[config.mk]
export PLATFORM = sky130hd
export DESIGN_NAME = instr_cache
export DESIGN_NICKNAME = d
export VERILOG_FILES = /design/src/rtl/icache_pkg.sv /design/src/rtl/icache_data_array.sv /design/src/rtl/instr_cache.sv
export SDC_FILE = /design/constraint.sdc
export NUM_CORES = 2
export LEC_CHECK = 0
export CAP_MARGIN = 20
export CORE_ASPECT_RATIO = 1.25
export CORE_MARGIN = 10
export CORE_UTILIZATION = 35
export CTS_BUF_LIST = sky130_fd_sc_hd__clkbuf_16
export DETAILED_ROUTE_END_ITERATION = 10
export PLACE_DENSITY_LB_ADDON = 0.12
export SLEW_MARGIN = 20
export SYNTH_ARGS = -nofsm -noshare
export SYNTH_HDL_FRONTEND = slang
export SYNTH_SLANG_ARGS = --single-unit
export TNS_END_PERCENT = 30
[constraint.sdc]
create_clock -name clk -period 3.8 [get_ports clk]
set_input_delay 0.57 -clock clk [delete_from_list [all_inputs] [get_ports clk]]
set_output_delay 0.57 -clock clk [all_outputs]
set_load 0.01 [all_outputs]
[src/rtl/icache_pkg.sv]
// Shared types and address-split helpers for the direct-mapped instruction cache.
// Consumed by instr_cache and icache_data_array.
package icache_pkg;

  typedef enum logic {
    IDLE   = 1'b0,
    REFILL = 1'b1
  } icache_state_t;

  // Address bits [1:0] select a byte within a word and are never used by the cache.
  localparam int BYTE_OFF_W = 2;

  // Widths for the default geometry: 12-bit address, 16 lines, 4 words per line.
  localparam int DEF_OFFSET_W = 2;
  localparam int DEF_INDEX_W  = 4;
  localparam int DEF_TAG_W    = 4;

  function automatic int offset_w(input int line_words);
    return $clog2(line_words);
  endfunction

  function automatic int tag_w(input int addr_w, input int index_w, input int line_words);
    return addr_w - index_w - $clog2(line_words) - BYTE_OFF_W;
  endfunction

endpackage

[src/rtl/icache_data_array.sv]
// Instruction word storage: one synchronous write port, one combinational read port.
// Contents are deliberately left unreset.
module icache_data_array #(
  parameter int DATA_WIDTH = 32,
  parameter int WADDR_W    = 6
) (
  input  logic                  clk,
  input  logic                  we_i,
  input  logic [WADDR_W-1:0]    waddr_i,
  input  logic [DATA_WIDTH-1:0] wdata_i,
  input  logic [WADDR_W-1:0]    raddr_i,
  output logic [DATA_WIDTH-1:0] rdata_o
);

  logic [DATA_WIDTH-1:0] mem_q [2**WADDR_W];

  // NOTE: storage arrays carry no reset; validity is tracked by separately reset bits,
  // so resetting the words would only cost area and reset fan-out.
  always_ff @(posedge clk) begin
    if (we_i) mem_q[waddr_i] <= wdata_i;
  end

  assign rdata_o = mem_q[raddr_i];

endmodule

[src/rtl/instr_cache.sv]
// Direct-mapped instruction cache with zero-cycle hits and a burst line refill.
// Define ICACHE_STATS_EN to add saturating hit/miss counter outputs.
module instr_cache
  import icache_pkg::*;
#(
  parameter int DATA_WIDTH  = 32,
  parameter int ADDR_WIDTH  = 12,
  parameter int INDEX_WIDTH = 4,
  parameter int LINE_WORDS  = 4
) (
  input  logic                  clk,
  input  logic                  rst_n,
  input  logic [ADDR_WIDTH-1:0] cpu_addr_i,
  input  logic                  cpu_valid_i,
  input  logic                  flush_i,
  output logic [DATA_WIDTH-1:0] cpu_data_o,
  output logic                  cpu_en_o,
  output logic                  mem_req_o,
  output logic [ADDR_WIDTH-1:0] mem_addr_o,
  input  logic                  mem_valid_i,
  input  logic [DATA_WIDTH-1:0] mem_data_i
`ifdef ICACHE_STATS_EN
  ,
  output logic [31:0]           hit_count_o,
  output logic [31:0]           miss_count_o
`endif
);

  localparam int OFF_W     = offset_w(LINE_WORDS);
  localparam int TAG_W     = tag_w(ADDR_WIDTH, INDEX_WIDTH, LINE_WORDS);
  localparam int LINE_W    = TAG_W + INDEX_WIDTH;
  localparam int NUM_LINES = 1 << INDEX_WIDTH;
  localparam logic [OFF_W-1:0] LAST_BEAT = OFF_W'(LINE_WORDS - 1);

  logic [OFF_W-1:0]       req_off;
  logic [INDEX_WIDTH-1:0] req_idx;
  logic [TAG_W-1:0]       req_tag;
  logic                   unused_byte_off;

  assign req_off         = cpu_addr_i[BYTE_OFF_W +: OFF_W];
  assign req_idx         = cpu_addr_i[BYTE_OFF_W + OFF_W +: INDEX_WIDTH];
  assign req_tag         = cpu_addr_i[ADDR_WIDTH-1 -: TAG_W];
  assign unused_byte_off = ^cpu_addr_i[BYTE_OFF_W-1:0];

  icache_state_t          state_q, state_d;
  logic [OFF_W-1:0]       beat_q, beat_d;
  logic [LINE_W-1:0]      line_q, line_d;          // {tag, index} of the line being refilled
  logic [NUM_LINES-1:0]   valid_q, valid_d;
  logic                   flush_pend_q, flush_pend_d;

  logic [TAG_W-1:0]       tag_mem_q [NUM_LINES];
  logic [INDEX_WIDTH-1:0] fill_idx;
  logic [TAG_W-1:0]       fill_tag;
  logic                   data_we, tag_we, hit, miss_start;
  logic [DATA_WIDTH-1:0]  rdata;

  assign fill_idx = line_q[INDEX_WIDTH-1:0];
  assign fill_tag = line_q[LINE_W-1:INDEX_WIDTH];

  icache_data_array #(
    .DATA_WIDTH(DATA_WIDTH),
    .WADDR_W   (INDEX_WIDTH + OFF_W)
  ) u_data (
    .clk    (clk),
    .we_i   (data_we),
    .waddr_i({fill_idx, beat_q}),
    .wdata_i(mem_data_i),
    .raddr_i({req_idx, req_off}),
    .rdata_o(rdata)
  );

  assign hit = cpu_valid_i && (state_q == IDLE) && valid_q[req_idx]
               && (tag_mem_q[req_idx] == req_tag);

  assign cpu_data_o = hit ? rdata : '0;
  assign cpu_en_o   = (state_q == IDLE) && (!cpu_valid_i || hit);
  assign mem_req_o  = (state_q == REFILL);
  assign mem_addr_o = (state_q == REFILL) ? {line_q, beat_q, 2'b00} : '0;

  // NOTE: every signal written here gets a default first, so no path leaves one
  // unassigned and no latch is inferred.
  always_comb begin
    state_d      = state_q;
    beat_d       = beat_q;
    line_d       = line_q;
    valid_d      = valid_q;
    flush_pend_d = flush_pend_q;
    data_we      = 1'b0;
    tag_we       = 1'b0;
    miss_start   = 1'b0;
    unique case (state_q)
      IDLE: begin
        if (flush_i) valid_d = '0;
        if (cpu_valid_i && !hit) begin
          state_d      = REFILL;
          line_d       = {req_tag, req_idx};
          beat_d       = '0;
          flush_pend_d = 1'b0;
          miss_start   = 1'b1;
        end
      end
      REFILL: begin
        // A flush mid-burst still lets the burst drain, but the line never turns valid.
        if (flush_i) begin
          valid_d      = '0;
          flush_pend_d = 1'b1;
        end
        if (mem_valid_i) begin
          data_we = 1'b1;
          beat_d  = beat_q + 1'b1;
          if (beat_q == LAST_BEAT) begin
            tag_we  = 1'b1;
            beat_d  = '0;
            state_d = IDLE;
            if (!flush_pend_q && !flush_i) valid_d[fill_idx] = 1'b1;
          end
        end
      end
      default: state_d = IDLE;
    endcase
  end

  // NOTE: state registers use non-blocking assignments so every flop samples
  // pre-edge values regardless of process ordering.
  always_ff @(posedge clk or negedge rst_n) begin
    if (!rst_n) begin
      state_q      <= IDLE;
      beat_q       <= '0;
      line_q       <= '0;
      valid_q      <= '0;
      flush_pend_q <= 1'b0;
    end else begin
      state_q      <= state_d;
      beat_q       <= beat_d;
      line_q       <= line_d;
      valid_q      <= valid_d;
      flush_pend_q <= flush_pend_d;
    end
  end

  always_ff @(posedge clk) begin
    if (tag_we) tag_mem_q[fill_idx] <= fill_tag;
  end

`ifdef ICACHE_STATS_EN
  logic [31:0] hit_count_q, hit_count_d;
  logic [31:0] miss_count_q, miss_count_d;

  always_comb begin
    hit_count_d  = hit_count_q;
    miss_count_d = miss_count_q;
    if (hit && (hit_count_q != '1))         hit_count_d  = hit_count_q + 32'd1;
    if (miss_start && (miss_count_q != '1)) miss_count_d = miss_count_q + 32'd1;
  end

  always_ff @(posedge clk or negedge rst_n) begin
    if (!rst_n) begin
      hit_count_q  <= '0;
      miss_count_q <= '0;
    end else begin
      hit_count_q  <= hit_count_d;
      miss_count_q <= miss_count_d;
    end
  end

  assign hit_count_o  = hit_count_q;
  assign miss_count_o = miss_count_q;
`endif

endmodule

; Word-level counts from Yosys, hierarchy flattened
; Memories as Yosys holds them, arrays and structs flattened.
; Index checks and enable logic that the tools add are counted.
[totals]
register_bits = 28
ram_bits = 2112
inputBits = 49
out_inout_bits = 46
wordCells = 65
n_memories = 2
[mem_list]
columns = memory, depth, word_bits, read_ports, rd_clocked_by_memory_dff, wr, line_no
row1 = u_data.mem_q, 64, 32, 1, 0, 1, icache_data_array.sv:15  ; logic [DATA_WIDTH-1:0] mem_q [2**WADDR_W];
row2 = tag_mem_q, 16, 4, 1, 0, 1, instr_cache.sv:51  ; logic [TAG_W-1:0] tag_mem_q [NUM_LINES];
[classes]
add_sub_neg = 1
magnitude_cmp = 3
eq_ne = 5
muxes = 32
n_bitwise = 2
reduce_logical = 15
[ops]
columns = operator, n
row1 = $mux 16, 5
row2 = $mux 32, 1
row3 = $pmux 16 s2, 1
row4 = $mux 1, 16
row5 = $or 16x16->16, 1
row6 = $mux 12, 1
row7 = $lt 4x5->1 const B, 2
row8 = $logic_and 1x1->1, 7
row9 = $mux 2, 3
row10 = $reduce_and 2->1, 3
row11 = $bmux 1 s4, 1
row12 = $demux 1 s4, 1
row13 = $eq 4x4->1, 1
row14 = $ge 4x1->1 const B, 1
row15 = $logic_not 1->1, 4
row16 = $ne 2x2->1 const B, 2
row17 = $pmux 1 s2, 2
row18 = $pmux 2 s2, 1
row19 = $add 2x1->2 const B, 1
row20 = $eq 2x2->1 const B, 1
row21 = $ne 2x1->1 const B, 1
row22 = $logic_or 1x1->1, 1
row23 = $not 1->1, 1

; Depth between registers and ports, before layout
[depth]
ltp_word = 9
depth_mapped = 11
mapped_depth_nobuf = 6

; Modules after synthesis
; A second synthesis with hierarchy kept.
[unflattened]
cells_unflattened = 3587
hier_area_um2 = 82093.7
[modules_own_cells]
columns = mod, instances, cells_each, area_per_inst_um2, seq_area_each_um2
row1 = icache_data_array, 1, 3292, 77874.7, 61499.0
row2 = instr_cache, 1, 295, 4219.0, 2622.5

; Worst setup path after synthesis
; Ideal clock, no wire load.
[synth_timing]
kind = input port to output port
from = input port cpu_addr_i[2]
to = output port cpu_data_o[0]
arrival_time_ns = 3.226
t_required_ns = 3.230
slack_ns = 0.004
cell_stages = 7
n_path_buf = 3
cell_sequence = clkbuf_1 buf_2 buf_1 mux4_2 mux4_2 mux4_2 nor2b_1
[synth_via]
elab_chain_len = 2
[synth_rtl]
columns = item, line_no
row1 = "start, declared", instr_cache.sv:13  ; input logic [ADDR_WIDTH-1:0] cpu_addr_i,
row2 = $mem_v2 64x32, -
row3 = $mux 32, instr_cache.sv:75  ; assign cpu_data_o = hit ? rdata : '0;
row4 = "end, declared", instr_cache.sv:16  ; output logic [DATA_WIDTH-1:0] cpu_data_o,
; Every way passes these cells.

; Final worst setup path
[layout_timing]
from = memory tag_mem_q[9][0] (netlist bit)
to = output port cpu_data_o[22]
[layout_via]
elab_chain_len = 4
[layout_rtl]
columns = item, line_no
row1 = "start, declared", instr_cache.sv:51
row2 = $mem_v2 16x4, -
row3 = $eq 4x4->1, instr_cache.sv:73  ; && (tag_mem_q[req_idx] == req_tag);
row4 = $logic_and 1x1->1, instr_cache.sv:73
row5 = $mux 32, instr_cache.sv:75
; Every way passes these cells.

==> impl_metrics.json <==
{
  "synth_flop_cell": "edfxtp_1",
  "clock_latency_ns": 0.87,
  "syn_inst": 3301,
  "globalRouteOverflowTotal": 0,
  "fin_crit_ns": 4.13,
  "cts_tree": "built",
  "synth_area_leaders": "edfxtp_1, mux4_2, dfrtp_1, clkbuf_1, mux2i_1",
  "drive_gt1_frac": 0.368,
  "hold_path_class": "input pin to async pin",
  "globalplace.congestion": 0.766,
  "ff2ff_path_depth": 7,
  "grt_setup_unrepaired": "true",
  "ir_drop_uv": 319,
  "maxCapViolCount": 0,
  "max_freq_mhz": 242,
  "postLayoutCoreUtil": 0.415,
  "hold_viol": 0,
  "crit_slowest_cell": "mux4_2",
  "post-route-period-util": 1.09,
  "drc": 0,
  "rr_startpoint": "tag_mem_q[9][0]$_DFFE_PP_",
  "crit_type": "flip-flop to output pin",
  "fillers": 20000,
  "crit_family": "multiplexers",
  "worst_slack_ns": -0.334,
  "critPathMaxFanout": 5,
  "critPathBufInv": 4,
  "die_w_um": 453,
  "crit_path_cell_trace": "mux4_2 -> mux4_2 -> xor2_2 -> nor3_4 -> o21ai_4 -> buf_4 -> buf_8 -> buf_4 -> nor2b_4 -> buf_6",
  "synth_common_cells": "edfxtp_1, mux4_2, clkbuf_1",
  "synth_top_area_frac": 0.773,
  "synthArstFlopShare": 0.0131,
  "root_buffer": "clkbuf_16",
  "startpoint_type": "flip-flop",
  "ant_nets": 0,
  "reg2reg_slack_ns": 1.16,
  "wl_um": 221000,
  "dp_cells": 6576,
  "synth_warnings": 0,
  "r2r_end": "line_q[6]$_DFFE_PN0P_",
  "synth_area_per_cell_um2": 24.8,
  "syn_area_mm2": 0.0820,
  "clkTransAtPathRegs_ns": 0.06,
  "final_cells": 6968,
  "status": "finished, violations left",
  "dieArea_mm2": 0.254,
  "via_count": 37300,
  "violations": "negative setup slack",
  "yosysMostFrequentCell": "edfxtp_1",
  "antenna_found_initial": 25,
  "grt_pass1_wl_um": 311000,
  "drt_iter0_drc": 3185,
  "yosysTopAreaCell": "edfxtp_1",
  "core_area_mm2": 0.233,
  "ioPinCount": 95,
  "synthDistinctLibCells": 42,
  "cp-end-kind": "output pin",
  "synth_edf_count": 2112,
  "cp.arrival_ns": 3.56,
  "multiInputGateArea_mm2": 0.0176,
  "regArea_mm2": 0.0641,
  "fp.dieH_um": 561,
  "required_ns": 3.23,
  "syn_to_final_growth_pct": 17.9,
  "tightestPinTransition_ns": 1.06,
  "nets": 3745,
  "finalSetupViolCount": 33,
  "ys_seq_area_frac": 0.782,
  "rows": 198,
  "drt_pass1_iterations": 5,
  "synth_seq_cells": 2140,
  "finalInstanceArea_mm2": 0.0967,
  "clockBufferDepth": 4,
  "leakage_nw": 30.1,
  "crit_path_max_incr_delay_ns": 0.54,
  "p_per_area_mw_per_mm2": 541,
  "start_util": 0.352,
  "placed_area_mm2": 0.0896,
  "skew_ns": 0.0447,
  "grt_start_max_net_pins": 65,
  "cts_sinks": 2140,
  "grt_pass1_vias": 39700,
  "routed_via_density": 5.35,
  "grtUsageTotal": 0.172,
  "numCtsBuffers": 212,
  "routedWlPerCell_um": 31.8,
  "slew_headroom": 0.294,
  "maxSlewViolCount": 0,
  "numPortBuffers": 90,
  "htreeDepth": 4,
  "dp.final_hpwl_um": 135000
}
registers in the layout, indices dropped and copies added, names as in the netlist:
signal        count
mem_req_o         1
tag_mem_q        64
flush_pend_q      1
line_q            8
u_data.mem_q   2048
beat_q            2
valid_q          16
how the worst max path moves through the flow:
stage,from,endpoint,slack (ns),cells past startpoint
after floorplan,cpu_addr_i[2],cpu_data_o[0],0.004,7
final,tag_mem_q[9][0]$_DFFE_PP_,cpu_data_o[22],-0.33,10
after CTS,tag_mem_q[10][0]$_DFFE_PP_,cpu_data_o[26],-0.48,9
after global placement,cpu_addr_i[2],cpu_data_o[26],-0.53,10
after global routing,tag_mem_q[12][0]$_DFFE_PP_,cpu_data_o[26],-0.42,9
after detailed placement,cpu_addr_i[2],cpu_data_o[26],-0.55,10
through the flow:
step | hold slack (ns) | power, mW | TNS (ns) | setup WS [ns]
after floorplan | 0.274 | 29.5 | 0 | 0.00364
after global placement | 0.513 | 31.9 | -13.91 | -0.531
after detailed placement | 0.528 | 32.0 | -14.24 | -0.550
after CTS | 0.0847 | 52.9 | -11.08 | -0.483
after global routing | 0.142 | 54.1 | -9.90 | -0.425
final | 0.131 | 52.3 | -6.37 | -0.334
placed cells by master, fill, tap and decap left out, types with 28 or more instances in the layout:
cell type  netlist  layout
edfxtp_1      2112    2112
bufinv_16        0      28
mux2i_1         32      32
mux4_2         682     682
buf_12           0      99
inv_1           17      52
clkinv_1         0      39
nor2_4           0      64
clkinv_2         0      39
clkbuf_16        0     215
buf_4            4     209
dfrtp_1         28      28
power by group:
| group | leakage, nW | internal [mW] | switching, mW | total, mW |
|---|---|---|---|---|
| Sequential | 19.4 | 26.7 | 0.339 | 27.1 |
| Combinational | 7.23 | 1.67 | 2.66 | 4.33 |
| Clock | 3.50 | 12.1 | 8.80 | 20.9 |
| Total | 30.1 | 40.5 | 11.8 | 52.3 |
worst register-to-register path: cells and delay by family, from the launching register on:
kind | cells | cell delay (ns)
multiplexers | 2 | 1.01
AND/OR/NAND/NOR | 2 | 0.56
flip-flops | 1 | 0.38
buffers and inverters | 1 | 0.26
XOR/XNOR | 1 | 0.19
AO/OA/AOI/OAI | 1 | 0.10
routing by layer:
metal / share of wire / global-route usage / vias up
li1: - / - / 15100
met1: 0.41 / 0.224 / 20700
met2: 0.52 / 0.298 / 1091
met3: 0.048 / 0.0248 / 357
met4: 0.027 / 0.0532 / 2
met5: 0.000059 / 0 / -
kinds of logic after synthesis:
logic type / synth area share
xor gates and xnor gates: 0.000748
adders and majority gates: 0.000153
DFF: 0.782
and+or+nand+nor: 0.0108
AOI/OAI and AO/OA: 0.00456
buffers and inverters: 0.0104
muxes: 0.191
other: 0.0000457
timing repair:
action	4_1_cts	5_1_grt
buffers inserted	4	1
pin swaps	2	1
cloned	1	0
endpoints found under the setup margin	33	33
gates resized for setup	148	25
hold buffers	0	0
layout make-up:
type / instances / area share
antenna: 15 / 0.000388
clock buffer: 215 / 0.0557
clock inverter: 157 / 0.0150
inverter: 17 / 0.000660
multi-input combinational: 957 / 0.183
sequential: 2140 / 0.663
tap: 3100 / 0.0401
timing repair buffer: 367 / 0.0422
Note: power is estimated with default switching activity, not from simulation.
